<file path="config.mk">
export PLATFORM = sky130hd
export DESIGN_NAME = bg_layer_compositor
export DESIGN_NICKNAME = d
export VERILOG_FILES = /design/src/rtl/ast_video_pkg.sv /design/src/rtl/bg_prefetch_fifo.sv /design/src/rtl/bg_layer_compositor.sv
export SDC_FILE = /design/constraint.sdc
export NUM_CORES = 1
export LEC_CHECK = 0
export CORE_MARGIN = 2
export CORE_UTILIZATION = 60
export CTS_CLUSTER_SIZE = 24
export DETAILED_ROUTE_END_ITERATION = 6
export GPL_ROUTABILITY_DRIVEN = 0
export GPL_TIMING_DRIVEN = 0
export HOLD_SLACK_MARGIN = 0.02
export PLACE_DENSITY = 0.88
export SLEW_MARGIN = 10
export SYNTH_ARGS = -nofsm -noshare
export SYNTH_HDL_FRONTEND = slang
export SYNTH_SLANG_ARGS = --single-unit
</file>
<file path="constraint.sdc">
create_clock -name clk_sys -period 7.73 [get_ports clk_sys]
set_input_delay 1.1595 -clock clk_sys [delete_from_list [all_inputs] [get_ports clk_sys]]
set_output_delay 1.1595 -clock clk_sys [all_outputs]
set_load 0.01 [all_outputs]
</file>
<file path="src/rtl/ast_video_pkg.sv">
// Shared types and word layout for the background layer compositor.
package ast_video_pkg;

  // Mixing modes selected by the core
  typedef enum logic [1:0] {
    BG_OFF   = 2'd0,
    BG_KEY   = 2'd1,
    BG_BLEND = 2'd2,
    BG_ONLY  = 2'd3
  } bg_mode_e;

  // SDRAM fetch sequencer states
  typedef enum logic [1:0] {
    IDLE = 2'd0,
    REQ  = 2'd1,
    WAIT = 2'd2
  } bg_fetch_state_e;

  // Channel slot positions inside a memory word {B,A,R,G}, in units of COLOR_W bits
  localparam int WORD_G_SLOT = 0;
  localparam int WORD_R_SLOT = 1;
  localparam int WORD_A_SLOT = 2;
  localparam int WORD_B_SLOT = 3;

endpackage

</file>
<file path="src/rtl/bg_prefetch_fifo.sv">
// Synchronous show-ahead FIFO holding prefetched background words.
module bg_prefetch_fifo #(
  parameter int WIDTH = 16,
  parameter int DEPTH = 8
) (
  input  logic                       clk_i,
  input  logic                       rst_n_i,
  input  logic                       push_i,
  input  logic [WIDTH-1:0]           wdata_i,
  input  logic                       pop_i,
  input  logic                       flush_i,
  output logic [WIDTH-1:0]           rdata_o,
  output logic [$clog2(DEPTH):0]     count_o,
  output logic                       empty_o,
  output logic                       full_o
);

  localparam int AW = $clog2(DEPTH);

  logic [WIDTH-1:0] mem_q [DEPTH];
  logic [AW-1:0]    wr_ptr_q, wr_ptr_d;
  logic [AW-1:0]    rd_ptr_q, rd_ptr_d;
  logic [AW:0]      count_q, count_d;
  logic             push_ok, pop_ok;

  assign empty_o = (count_q == '0);
  assign full_o  = (count_q == (AW+1)'(DEPTH));
  assign rdata_o = mem_q[rd_ptr_q];
  assign count_o = count_q;

  // A push into a full FIFO is only legal when a pop frees a slot in the same cycle
  assign push_ok = push_i & (~full_o | pop_i) & ~flush_i;
  assign pop_ok  = pop_i & ~empty_o & ~flush_i;

  // Pointer and occupancy update; flush wins over push and pop
  always_comb begin
    wr_ptr_d = wr_ptr_q;
    rd_ptr_d = rd_ptr_q;
    count_d  = count_q;
    if (flush_i) begin
      wr_ptr_d = '0;
      rd_ptr_d = '0;
      count_d  = '0;
    end else begin
      if (push_ok) wr_ptr_d = wr_ptr_q + 1'b1;
      if (pop_ok)  rd_ptr_d = rd_ptr_q + 1'b1;
      case ({push_ok, pop_ok})
        2'b10:   count_d = count_q + 1'b1;
        2'b01:   count_d = count_q - 1'b1;
        default: count_d = count_q;
      endcase
    end
  end

  // Control state register
  always_ff @(posedge clk_i) begin
    if (!rst_n_i) begin
      wr_ptr_q <= '0;
      rd_ptr_q <= '0;
      count_q  <= '0;
    end else begin
      wr_ptr_q <= wr_ptr_d;
      rd_ptr_q <= rd_ptr_d;
      count_q  <= count_d;
    end
  end

  // Word storage, not reset
  always_ff @(posedge clk_i) begin
    if (push_ok) mem_q[wr_ptr_q] <= wdata_i;
  end

endmodule

</file>
<file path="src/rtl/bg_layer_compositor.sv">
// Streams a background image from SDRAM through a prefetch FIFO and mixes it
// with the core's foreground video, one word per active pixel.
module bg_layer_compositor
  import ast_video_pkg::*;
#(
  parameter int                COLOR_W    = 4,
  parameter int                ADDR_W     = 25,
  parameter int                FIFO_DEPTH = 8,
  parameter logic [ADDR_W-1:0] BASE_ADDR  = '0
) (
  input  logic                   clk_sys,
  input  logic                   RESET_L,
  input  logic                   ce_pix,
  input  logic                   hblank,
  input  logic                   vblank,
  input  logic                   vs,
  input  logic                   bg_valid,
  input  logic [1:0]             mode,
  input  logic [3*COLOR_W-1:0]   fg_rgb,
  output logic                   mem_req,
  output logic [ADDR_W-1:0]      mem_addr,
  input  logic                   mem_ack,
  input  logic [4*COLOR_W-1:0]   mem_data,
  output logic [3*COLOR_W-1:0]   rgb_out,
  output logic                   underrun
);

  localparam int WORD_W = 4 * COLOR_W;
  localparam int RGB_W  = 3 * COLOR_W;
  localparam int CNT_W  = $clog2(FIFO_DEPTH) + 1;
  localparam logic [CNT_W-1:0] DEPTH_CNT = CNT_W'(FIFO_DEPTH);
  // Word size in bytes, rounded up to whole 16-bit SDRAM words
  localparam logic [ADDR_W-1:0] STEP = ADDR_W'(2 * ((COLOR_W + 3) / 4));
  localparam logic [COLOR_W:0]  FULL_SCALE = {1'b1, {COLOR_W{1'b0}}};

  bg_fetch_state_e state_q, state_d;
  logic [ADDR_W-1:0] addr_q, addr_d;
  logic              drop_q, drop_d;
  logic              vs_q;
  logic              underrun_q, underrun_d;
  logic [RGB_W-1:0]  rgb_q, rgb_d;

  logic              vs_rise, flush, active, pix_pop, ack_in_wait, push, pop;
  logic [WORD_W-1:0] fifo_rdata, bg_word;
  logic [CNT_W-1:0]  fifo_count;
  logic              fifo_empty, fifo_full;

  // Weighted mix of one channel; alpha max maps to full weight so both ends are exact
  function automatic logic [COLOR_W-1:0] blend_chan(input logic [COLOR_W-1:0] fg_c,
                                                    input logic [COLOR_W-1:0] bg_c,
                                                    input logic [COLOR_W-1:0] a);
    logic [COLOR_W:0]   wt, inv;
    logic [2*COLOR_W:0] acc;
    wt  = {1'b0, a} + {{COLOR_W{1'b0}}, a[COLOR_W-1]};
    inv = FULL_SCALE - wt;
    acc = {{(COLOR_W+1){1'b0}}, fg_c} * {{COLOR_W{1'b0}}, inv}
        + {{(COLOR_W+1){1'b0}}, bg_c} * {{COLOR_W{1'b0}}, wt};
    return COLOR_W'(acc >> COLOR_W);
  endfunction

  function automatic logic [RGB_W-1:0] composite(input bg_mode_e m, input logic vld,
                                                 input logic [RGB_W-1:0] fg,
                                                 input logic [WORD_W-1:0] w);
    logic [RGB_W-1:0]   bg, res;
    logic [COLOR_W-1:0] a;
    bg  = {w[WORD_R_SLOT*COLOR_W +: COLOR_W], w[WORD_G_SLOT*COLOR_W +: COLOR_W],
           w[WORD_B_SLOT*COLOR_W +: COLOR_W]};
    a   = w[WORD_A_SLOT*COLOR_W +: COLOR_W];
    res = fg;
    if (vld) begin
      case (m)
        BG_KEY:   res = ((|fg) && (a == '0)) ? fg : bg;
        BG_BLEND: for (int i = 0; i < 3; i++)
                    res[i*COLOR_W +: COLOR_W] = blend_chan(fg[i*COLOR_W +: COLOR_W],
                                                           bg[i*COLOR_W +: COLOR_W], a);
        BG_ONLY:  res = bg;
        default:  res = fg;
      endcase
    end
    return res;
  endfunction

  assign vs_rise     = vs & ~vs_q;
  assign flush       = vs_rise | ~bg_valid;
  assign active      = ~hblank & ~vblank;
  assign pix_pop     = ce_pix & active;
  assign ack_in_wait = (state_q == WAIT) & mem_ack;
  assign push        = ack_in_wait & ~drop_q & ~flush & ~fifo_full;
  assign pop         = pix_pop & ~fifo_empty & ~flush;
  assign bg_word     = fifo_empty ? '0 : fifo_rdata;

  bg_prefetch_fifo #(.WIDTH(WORD_W), .DEPTH(FIFO_DEPTH)) u_fifo (
    .clk_i   (clk_sys),
    .rst_n_i (RESET_L),
    .push_i  (push),
    .wdata_i (mem_data),
    .pop_i   (pop),
    .flush_i (flush),
    .rdata_o (fifo_rdata),
    .count_o (fifo_count),
    .empty_o (fifo_empty),
    .full_o  (fifo_full)
  );

  // Fetch FSM state register
  always_ff @(posedge clk_sys) begin
    if (!RESET_L) state_q <= IDLE;
    else          state_q <= state_d;
  end

  // Fetch FSM next state: one request in flight, only while there is room for its word
  always_comb begin
    state_d = state_q;
    case (state_q)
      IDLE:    if (bg_valid && !flush && (fifo_count < DEPTH_CNT)) state_d = REQ;
      REQ:     state_d = WAIT;
      WAIT:    if (mem_ack) state_d = IDLE;
      default: state_d = IDLE;
    endcase
  end

  // Fetch FSM outputs
  always_comb begin
    mem_req = (state_q == REQ);
  end

  // Address, drop flag and underrun tracking; an in-flight word is discarded after a flush
  always_comb begin
    addr_d     = addr_q;
    drop_d     = drop_q;
    underrun_d = underrun_q;
    if (ack_in_wait) drop_d = 1'b0;
    if (push)        addr_d = addr_q + STEP;
    if (flush) begin
      addr_d = BASE_ADDR;
      if ((state_q != IDLE) && !ack_in_wait) drop_d = 1'b1;
    end
    if (pix_pop && fifo_empty && bg_valid) underrun_d = 1'b1;
    if (vs_rise) underrun_d = 1'b0;
  end

  // Control registers
  always_ff @(posedge clk_sys) begin
    if (!RESET_L) begin
      addr_q     <= BASE_ADDR;
      drop_q     <= 1'b0;
      vs_q       <= 1'b0;
      underrun_q <= 1'b0;
    end else begin
      addr_q     <= addr_d;
      drop_q     <= drop_d;
      vs_q       <= vs;
      underrun_q <= underrun_d;
    end
  end

  // Output pixel: composite during active video, pass foreground through blanking
  always_comb begin
    rgb_d = rgb_q;
    if (ce_pix) rgb_d = active ? composite(bg_mode_e'(mode), bg_valid, fg_rgb, bg_word) : fg_rgb;
  end

  // Output pixel register
  always_ff @(posedge clk_sys) begin
    if (!RESET_L) rgb_q <= '0;
    else          rgb_q <= rgb_d;
  end

  assign mem_addr = addr_q;
  assign rgb_out  = rgb_q;
  assign underrun = underrun_q;

endmodule

</file>
==> metrics.log, run 1 <==
INFO  metric status = complete, but fails checks
INFO  metric violations_in_the_final_reports = design-rule violations
INFO  metric clock_power_share = 43.6%
INFO  metric drive_gt1_share = a little over a tenth
INFO  metric synth_top_flop_cell = sky130_fd_sc_hd__edfxtp_1
INFO  metric synth_sequential_area_ratio = 44.4%
INFO  metric worst_hold_path.endpoint = state_q[0]$_SDFFE_PN0P_
INFO  metric chipWidth = 140 um
INFO  metric worst_clock_skew = 14.4 ps
INFO  metric clkSlewWorstSetupHoldPaths = roughly 80 ps
INFO  metric core_area = roughly 18,000 sq um
INFO  metric totalPowerFinal = 2.06 mW
INFO  metric antenna_diode_count = 0
INFO  metric number_of_buffers_inserted_during_clock_tree_synthesis = 17
INFO  metric num_rows = just under 50
INFO  metric antenna_violations_before_repair = 0
INFO  metric drv_cap = 0
INFO  metric hp-class = reg2reg
INFO  metric clk-insertion-delay-late = approximately 430 ps
INFO  metric finalHoldViolations = 0
INFO  metric synth_top_area_cell = sky130_fd_sc_hd__edfxtp_1
INFO  metric total_leakage_power = 4.80 nW
INFO  metric comb_power_share = 5.5%
INFO  metric nFillCells = roughly 1,200
INFO  metric layout_worst_path_cycle_share = between 90 and 100%
INFO  metric drt_wl_total = 27.0 mm
INFO  metric grt_pass1_vias = 7,988
INFO  metric power_frac_seq = 51.0%
INFO  metric globalRouteTotalUtil = 28.1%
INFO  metric nets = 1,198
INFO  metric cts_buffer_depth = 2
INFO  metric htree_num_levels = 4
INFO  metric die_area = 19,600 sq um
INFO  metric max_slew.worst_pin.slew = 906 ps
INFO  metric unrepaired_setup_endpoints_after_global_routing = false
INFO  metric power_report.internal_total = roughly 1.6 mW
INFO  metric via_count = 7,821
INFO  metric power.share.switching = 22.0%
INFO  metric grt_pass1_wl = 42.3 mm
INFO  metric netlist_instances = 941
INFO  metric slew_viol_final = 0
INFO  metric routed_via_density = 6.09
INFO  metric grt_overflow = 0
INFO  metric drt_first_pass_iters = 7
INFO  metric shortest_clock_period_the_worst_path_allows_after_layout = between 7000 and 8000 ps
INFO  metric timing.setup.critical_path_class = reg2reg
INFO  metric final_cell_mix = sky130_fd_sc_hd__edfxtp_1, sky130_fd_sc_hd__inv_1, sky130_fd_sc_hd__nor2_1, sky130_fd_sc_hd__clkdlybuf4s50_1, sky130_fd_sc_hd__fa_1
INFO  metric cts_tree = done
INFO  metric grt_max_degree = 17
INFO  metric final-setup-viol-count = 0
INFO  metric yosys-top-cells-area = sky130_fd_sc_hd__edfxtp_1, sky130_fd_sc_hd__fa_1, sky130_fd_sc_hd__dfxtp_1
INFO  metric regToRegSetupSlack = 340 ps
INFO  metric final.setup.tns = 0 ps
INFO  metric slew_headroom = between 30% and 40%
INFO  metric critical_path.endpoint_type = flop
INFO  metric synth-edff-count = 128
INFO  metric rr_endpoint = rgb_out[11]$_SDFFE_PN0P_
INFO  metric floorplan.initialDensity = 61.5%
INFO  metric post-dp-hpwl = roughly 19 mm
INFO  metric critical_path_buf_inv_count = 10
INFO  metric die_height = 140 um
INFO  metric whs_path_depth = 1
INFO  metric hold_path.startpoint = state_q[0]$_SDFFE_PN0P_
INFO  metric layout_setup_ws = 342 ps
INFO  metric wire_per_inst = 21.0 um
INFO  metric asyncSetResetFlopFracSynth = 0%
INFO  metric power_density = 160 nW/um^2
INFO  metric io-pin-count = 77
INFO  metric syn_area = 11,100 sq um
INFO  metric drt_drc_violations_left = 3
INFO  metric final_common_cell = sky130_fd_sc_hd__edfxtp_1
INFO  metric p_sw = 455 uW
INFO  metric worst_path_dominant_cell_family = adder cells
INFO  metric synth_top_cell_area_share = a little over a third
INFO  metric ys.warnings.count = 0
INFO  metric area.growth.synth_to_final = 16.4%
INFO  metric synth.distinct_cells = 65
INFO  metric placement.setup.worst_slack = -453 ps
INFO  metric irDropWorstVdd = 162 uV
INFO  metric sinks_on_clock_net = 182
INFO  metric worst_path_largest_cell_delay = approximately 550 ps
INFO  metric drt_iter0_markers = 1,014
INFO  metric worst_case_reg_to_reg_path_depth = 30
INFO  metric cts-hold-fix-buffers = 0
INFO  metric crit_path_max_fanout = 10
INFO  metric synth.ff_latch_count = 182
INFO  metric arrival = ~7800 ps
INFO  metric worst_ep_required_time = 8110 ps
INFO  metric synth_nets = 1,097
INFO  metric critical_path.slowest_cell = sky130_fd_sc_hd__fa_1
INFO  metric io_buffer_count = 71
INFO  metric start_kind = flop
INFO  metric timing.fmax = about 140 MHz
INFO  metric root_buffer = sky130_fd_sc_hd__clkbuf_16
INFO  metric drt.antenna.violating_nets = 0
INFO  metric mean_syn_cell_area = 11.8 sq um
## cells in the mapped netlist (all sizes together) (2+ instances only)
master and count:
inv 101, or2 3, and2 37, fa 64, a41o 3, and4 6
dfxtp 54, o22ai 4, mux4 24, nor3 19, o21ai 21, o31ai 2
mux2i 17, nand4 5, a21oi 17, a2111oi 2, ha 54, nand3 17
nor4 11, xnor2 27, a22oi 3, nor2b 37, a211oi 6, clkbuf 21
and3 8, nor3b 2, xor2 32, nand4b 6, a31oi 4, nand2 53
xnor3 2, nor2 80, or3 2, a21o 5, nand2b 12, edfxtp 128
mux2 10, buf 17, a22o 7, a221oi 5
## power groups by stage
| stage | Clock, mW | Combinational (mW) | Sequential [mW] |
|---|---|---|---|
| 4_1_cts | 0.898 | 0.110 | 1.05 |
| 6_report | 0.899 | 0.113 | 1.05 |
| 5_1_grt | 0.939 | 0.121 | 1.05 |
| 3_3_place_gp | 0 | 0.105 | 1.07 |
| 3_5_place_dp | 0 | 0.109 | 1.07 |
| 2_1_floorplan | 0 | 0.0500 | 1.07 |
## per-layer routing
| metal | wire (um) | global-route usage, % | vias up | share of wire, % |
|---|---|---|---|---|
| li1 | - | - | 3467 | - |
| met1 | 10300 | 34.5 | 3884 | 38 |
| met2 | 13500 | 48.5 | 379 | 50 |
| met3 | 2080 | 5.85 | 91 | 7.7 |
| met4 | 1110 | 12.3 | 0 | 4.1 |
| met5 | 0 | 0 | - | 0 |
## final cells by class
class,instances,area [sq um],share of cell area (%)
Multi-Input combinational cell,620,5670,43.9
Clock buffer,18,429,3.33
Timing Repair Buffer,84,853,6.61
Buffer,36,185,1.44
Tap cell,229,287,2.22
Inverter,101,383,2.97
Clock inverter,14,174,1.35
Sequential cell,182,4920,38.2
## state kept, by name, indices dropped and copies added (netlist names), named ones only
name,count
u_fifo.mem_q,128
u_fifo.count_o,4
underrun,1
u_fifo.wr_ptr_q,3
drop_q,1
rgb_out,12
mem_addr,24
state_q,2
vs_q,1
u_fifo.rd_ptr_q,3
## worst max-delay path by stage
stage                     start                       end  slack [ps]  cells after the start
final                      flop  rgb_out[11]$_SDFFE_PN0P_         340                     30
after floorplan            flop  rgb_out[11]$_SDFFE_PN0P_        1040                     30
after detailed placement   flop  rgb_out[11]$_SDFFE_PN0P_        -450                     29
after CTS                  flop  rgb_out[11]$_SDFFE_PN0P_          30                     29
after global placement     flop  rgb_out[11]$_SDFFE_PN0P_        -360                     29
after global routing       flop  rgb_out[11]$_SDFFE_PN0P_          10                     30
## per-stage QoR
step                utilization, %  std cells  hold slack (ps)  cell area, sq um
global placement              67.0       1241              477             12100
CTS                           71.2       1280              493             12800
global route                  71.6       1284              527             12900
detailed placement            67.8       1249              482             12200
floorplan                        -        941              451             11100
finish                        71.6       1284              495             12900
## timing repair
| item | CTS | global route |
|---|---|---|
| setup buffers | 0 | 5 |
| setup endpoints to repair | 3 | 2 |
| pin swaps | 0 | 2 |
| resized for setup | 6 | 7 |
## cells by family (layout without fill, tap and decap cells)
| family | after synthesis | count (layout) | synth area share (%) |
|---|---|---|---|
| simple gates | 301 | 301 | 14.5 |
| mux | 51 | 51 | 7.43 |
| buf+inv | 139 | 253 | 5.09 |
| other cells | 1 | 1 | 0.0338 |
| xor+xnor | 61 | 61 | 5.14 |
| flops | 182 | 182 | 44.4 |
| fa+ha+maj | 118 | 118 | 17.7 |
| compound gates | 88 | 88 | 5.77 |
(Power assumes the default switching activity.)
==> inputs of run 2 (changes only) <==
Settings changed: SLEW_MARGIN 10 to 20.
==> run 2 against run 1 <==
Net effect:
- the run now ends clean
- combinational power about the same
- register-to-register slack improved by 20 ps
- hold slack improved by 0.61 ps
- maximum frequency grew 0.26%
- global-route usage up 0.40 points
- critical path depth is 1 lower
- setup slack improved by 19 ps
- cell count grew 0.23%
- sequential share of layout area hardly changed
- core utilization shrank 0.069 points
- critical endpoint unchanged
==> metrics.log, run 2 (synthesis gave the netlist of run 1 again) <==
INFO  metric status = finished, final reports clean
INFO  metric critical_path.endpoint_type = flop
INFO  metric post-dp-hpwl = 19.4 mm
INFO  metric grt_pass1_vias = 7,971
INFO  metric root_buffer = sky130_fd_sc_hd__clkbuf_16
INFO  metric chipWidth = 140 um
INFO  metric worst_clock_skew = around 7 ps
INFO  metric cts_buffer_depth = 2
INFO  metric via_count = 7,807
INFO  metric power_density = ~160 nW/um^2
INFO  metric slew_viol_final = 0
INFO  metric layout_worst_path_cycle_share = 95.3%
INFO  metric p_sw = roughly 450 uW
INFO  metric power_report.internal_total = roughly 1.5 mW
INFO  metric power.share.switching = 22.6%
INFO  metric arrival = 7740 ps
INFO  metric htree_num_levels = 4
INFO  metric layout.cells.non_filler = roughly 1,300
INFO  metric critical_path_buf_inv_count = 7
INFO  metric worst_ep_required_time = 8110 ps
INFO  metric final_cell_mix = sky130_fd_sc_hd__edfxtp_1, sky130_fd_sc_hd__inv_1, sky130_fd_sc_hd__nor2_1, sky130_fd_sc_hd__clkdlybuf4s50_1, sky130_fd_sc_hd__fa_1
INFO  metric clkSlewWorstSetupHoldPaths = 70 ps
INFO  metric regMostFlops = u_fifo.mem_q
INFO  metric floorplan.initialDensity = between 60% and 70%
INFO  metric drt_drc_violations_left = 0
INFO  metric antenna_diode_count = 0
INFO  metric largest_register_ffs = about 130
INFO  metric nets = 1,201
INFO  metric timing.setup.critical_path_class = reg2reg
INFO  metric num_rows = 49
INFO  metric drt.antenna.violating_nets = 0
INFO  metric globalRouteTotalUtil = 28.5%
INFO  metric drt_wl_total = 27.0 mm
INFO  metric multiInputGateArea = 5670 sq um
INFO  metric number_of_buffers_inserted_during_clock_tree_synthesis = 17
INFO  metric drive_gt1_share = a little under an eighth
INFO  metric shortest_clock_period_the_worst_path_allows_after_layout = ~7400 ps
INFO  metric unrepaired_setup_endpoints_after_global_routing = false
INFO  metric ff_latch_area = 4920 sq um
INFO  metric final_common_cell = sky130_fd_sc_hd__edfxtp_1
INFO  metric fin_util = 71.5%
INFO  metric cts_tree = done
INFO  metric crit_path_max_fanout = 10
INFO  metric power_frac_seq = 52.6%
INFO  metric timing.fmax = ~140 MHz
INFO  metric wire_per_inst = 21.0 um
INFO  metric worst_path_largest_cell_delay = 540 ps
INFO  metric drt_iter0_markers = between 800 and 900
INFO  metric grt_overflow = 0
INFO  metric stdcell_area = 12,900 sq um
INFO  metric finalHoldViolations = 0
INFO  metric drt_first_pass_iters = 6
INFO  metric final-setup-viol-count = 0
INFO  metric total_leakage_power = around 4.8 nW
INFO  metric grt_max_degree = 18
INFO  metric io-pin-count = between 70 and 80
INFO  metric hp-class = reg2reg
INFO  metric grt_pass1_wl = 42.7 mm
INFO  metric clock_power_share = 41.8%
INFO  metric drv_cap = 0
INFO  metric antenna_violations_before_repair = 0
INFO  metric placed_cells = 1,251
INFO  metric irDropWorstVdd = between 150 and 200 uV
INFO  metric critical_path.slowest_cell = sky130_fd_sc_hd__fa_1
INFO  metric core_area = 18,000 sq um
INFO  metric max_slew.worst_pin.slew = just under 900 ps
INFO  metric clk-insertion-delay-late = about 430 ps
INFO  metric sinks_on_clock_net = around 180
INFO  metric start_kind = flop
INFO  metric worst_path_dominant_cell_family = adder cells
INFO  metric routed_via_density = a little over 6
INFO  metric die_area = 19,600 sq um
INFO  metric io_buffer_count = 71
INFO  metric placement.cell_area = 12,200 sq um
INFO  metric nFillCells = 1,220
INFO  metric comb_power_share = 5.6%
INFO  metric slew_headroom = approximately two fifths
INFO  metric area.growth.synth_to_final = 16.3%
INFO  metric die_height = roughly 140 um
[run 2: final timing paths]
kind | startpoint | endpoint | slack, ps | cells after the start
worst max-delay path | flop | rgb_out[11]$_SDFFE_PN0P_ | 360 | 29
worst min-delay path | state_q[0]$_SDFFE_PN0P_ | state_q[0]$_SDFFE_PN0P_ | 500 | 1
worst max register to register | flop | rgb_out[11]$_SDFFE_PN0P_ | 360 | 29
worst min register to register | state_q[0]$_SDFFE_PN0P_ | state_q[0]$_SDFFE_PN0P_ | 500 | 1
[run 2: cell type report]
class	instances	share of cell area, %
Buffer	36	1.44
Clock buffer	18	3.33
Clock inverter	14	1.16
Inverter	101	2.97
Multi-Input combinational cell	620	44.0
Sequential cell	182	38.2
Tap cell	229	2.22
Timing Repair Buffer	87	6.69
[run 2: per-layer routing]
layer / up-vias / routed length, um / global-route usage [%] / share of wire [%]
met5: - / 0 / 0 / 0
met3: 81 / 2190 / 7.38 / 8.1
met4: 0 / 963 / 10.5 / 3.6
met1: 3843 / 10100 / 34.3 / 37
met2: 403 / 13800 / 49.8 / 51
li1: 3480 / - / - / -
[run 2: what timing repair did]
action	in CTS	in global routing
endpoints found under the setup margin	3	2
pin swaps	0	2
setup buffers	0	6
resized for setup	7	7
hold buffers	0	0
[run 2: power by group through the flow]
stage               Combinational (mW)  Sequential, mW  Clock (mW)
floorplan                       0.0500            1.07           0
global placement                 0.105            1.07           0
detailed placement               0.109            1.07           0
CTS                              0.110            1.05       0.840
global route                     0.121            1.05       0.883
finish                           0.112            1.05       0.835
[run 2: worst reg2reg max path: cells and delay by family, from the launching register on]
| kind | cells | cell delay, ps |
|---|---|---|
| compound gates | 5 | 1010 |
| buf+inv | 7 | 1100 |
| simple gates | 9 | 1840 |
| flops | 1 | 420 |
| xor+xnor | 1 | 250 |
| fa+ha+maj | 7 | 2690 |
[run 2: through the flow]
step	hold WS (ps)	setup slack, ps	setup TNS, ps	total power [mW]
after floorplan	451	1040	0	1.12
after global placement	477	-361	-563	1.18
after detailed placement	487	-470	-755	1.18
after CTS	493	25.7	0	2.00
after global routing	532	33.0	0	2.06
final	496	361	0	2.00
==> inputs of run 3 (changes only) <==
Settings changed: MAX_ROUTING_LAYER from default to met4.
==> run 3 against run 2 <==
Net effect:
- largest cell class unchanged
- die area is the same
- sequential cell count is the same
- core utilization is the same
==> metrics.log, run 3 (synthesis gave the netlist of run 1 again) <==
INFO  metric status = finished, final reports clean
INFO  metric routed_via_density = 6.12
INFO  metric globalRouteTotalUtil = a little under 30%
INFO  metric final_cell_mix = sky130_fd_sc_hd__edfxtp_1, sky130_fd_sc_hd__inv_1, sky130_fd_sc_hd__nor2_1, sky130_fd_sc_hd__clkdlybuf4s50_1, sky130_fd_sc_hd__fa_1
INFO  metric clk-insertion-delay-late = 430 ps
INFO  metric drv_cap = 0
INFO  metric timing.hold.ws = roughly 500 ps
INFO  metric critical_path.slowest_cell = sky130_fd_sc_hd__fa_1
INFO  metric sinks_on_clock_net = between 150 and 200
INFO  metric worst_case_reg_to_reg_path_depth = 30
INFO  metric clock_power_share = between 40% and 50%
INFO  metric final-setup-viol-count = 0
INFO  metric comb_power_share = between 5 and 6%
INFO  metric grt_pass1_wl = 42.8 mm
INFO  metric regMostFlops = u_fifo.mem_q
INFO  metric io-pin-count = 77
INFO  metric cts_tree = done
INFO  metric layout_worst_path_cycle_share = 95.3%
INFO  metric nFillCells = between 1,000 and 1,500
INFO  metric cts_buffer_depth = 2
INFO  metric drive_gt1_share = 11.3%
INFO  metric fin_util = a little under three quarters
INFO  metric crit_path_max_fanout = 10
INFO  metric power_report.internal_total = 1.55 mW
INFO  metric total_leakage_power = 4.80 nW
INFO  metric floorplan.initialDensity = 61.5%
INFO  metric finalHoldViolations = 0
INFO  metric stdcell_area = 12,900 sq um
INFO  metric clkSlewWorstSetupHoldPaths = 70 ps
INFO  metric worst_path_largest_cell_delay = 550 ps
INFO  metric drt_first_pass_iters = 5
INFO  metric worst_clock_skew = 7.49 ps
INFO  metric whs_path_depth = 1
INFO  metric placement.cell_area = 12,200 sq um
INFO  metric largest_register_ffs = 128
INFO  metric ff_latch_area = 4920 sq um
INFO  metric power_frac_seq = 52.6%
INFO  metric multiInputGateArea = 5670 sq um
INFO  metric power.share.switching = 22.6%
INFO  metric timing.fmax = 136 MHz
INFO  metric number_of_buffers_inserted_during_clock_tree_synthesis = 17
INFO  metric worst_ep_required_time = 8100 ps
INFO  metric antenna_diode_count = 0
INFO  metric drt.antenna.violating_nets = 0
INFO  metric grt_max_degree = 18
INFO  metric power_density = roughly 160 nW/um^2
INFO  metric critical_path_buf_inv_count = 10
INFO  metric via_count = 7,876
INFO  metric cts-hold-fix-buffers = 0
INFO  metric drt_drc_violations_left = 0
INFO  metric antenna_violations_before_repair = 0
INFO  metric p_sw = 451 uW
INFO  metric worst_path_dominant_cell_family = adder cells
INFO  metric nets = between 1,000 and 1,500
INFO  metric post-dp-hpwl = 19.4 mm
INFO  metric die_height = 140 um
INFO  metric critical_path_cell_count = 30
INFO  metric totalPowerFinal = 2.00 mW
INFO  metric slew_headroom = 41.8%
INFO  metric htree_num_levels = 4
INFO  metric slew_viol_final = 0
INFO  metric irDropWorstVdd = about 170 uV
INFO  metric unrepaired_setup_endpoints_after_global_routing = false
INFO  metric final.setup.tns = 0 ps
INFO  metric chipWidth = roughly 140 um
INFO  metric critical_path.endpoint_type = flop
INFO  metric start_kind = flop
INFO  metric timing.setup.critical_path_class = reg2reg
INFO  metric root_buffer = sky130_fd_sc_hd__clkbuf_16
INFO  metric area.growth.synth_to_final = 16.3%
INFO  metric grt_pass1_vias = 7,972
INFO  metric drt_iter0_markers = 819
INFO  metric io_buffer_count = 71
INFO  metric shortest_clock_period_the_worst_path_allows_after_layout = 7370 ps
INFO  metric hp-class = reg2reg
INFO  metric grt_overflow = 0
INFO  metric max_slew.worst_pin.slew = between 800 and 900 ps
INFO  metric wire_per_inst = 21.2 um
INFO  metric num_rows = 49
INFO  metric drt_wl_total = roughly 27 mm
INFO  metric arrival = between 7000 and 8000 ps
INFO  metric final_common_cell = sky130_fd_sc_hd__edfxtp_1
INFO  metric core_area = between 15,000 and 20,000 sq um
INFO  metric die_area = 19,600 sq um
==> run 3: cell counts in the layout (fill, tap and decap cells not counted) <==
Identical to the previous run, type by type.
==> run 3: metal layers <==
metal	vias to the layer above	wire [um]	track usage, %
met3	88	2290	7.01
li1	3482	-	-
met1	3878	10100	34.7
met4	0	829	10.1
met2	428	14000	50.0
met5	-	0	-
==> run 3: final cells by class <==
class | instances | share of cell area [%]
sequential | 182 | 38.2
clock inverter | 14 | 1.16
multi-input combinational | 620 | 44.0
clock buffer | 18 | 3.33
inverter | 101 | 2.97
buffer | 36 | 1.44
tap | 229 | 2.22
timing repair buffer | 87 | 6.69
==> run 3: power groups by stage <==
stage	logic [mW]	registers, mW	clock network [mW]
CTS	0.110	1.05	0.840
finish	0.113	1.05	0.834
global placement	0.105	1.07	0
floorplan	0.0500	1.07	0
detailed placement	0.109	1.07	0
global route	0.121	1.05	0.882
==> run 3: worst paths after layout <==
kind,endpoint,slack (ps),start
max,rgb_out[11]$_SDFFE_PN0P_,360,flop
min,state_q[0]$_SDFFE_PN0P_,500,state_q[0]$_SDFFE_PN0P_
max reg2reg,rgb_out[11]$_SDFFE_PN0P_,360,flop
min reg2reg,state_q[0]$_SDFFE_PN0P_,500,state_q[0]$_SDFFE_PN0P_
==> run 3: timing repair <==
action	CTS	global route
buffers inserted	0	6
pin swaps	0	2
gates resized for setup	7	7
hold endpoints to repair	0	0
setup endpoints to repair	3	2
==> run 3: per-stage QoR <==
step	cells	setup slack [ps]
after floorplan	941	1040
after global placement	1241	-361
after detailed placement	1251	-470
after CTS	1282	25.7
after global routing	1287	27.9
final	1287	361
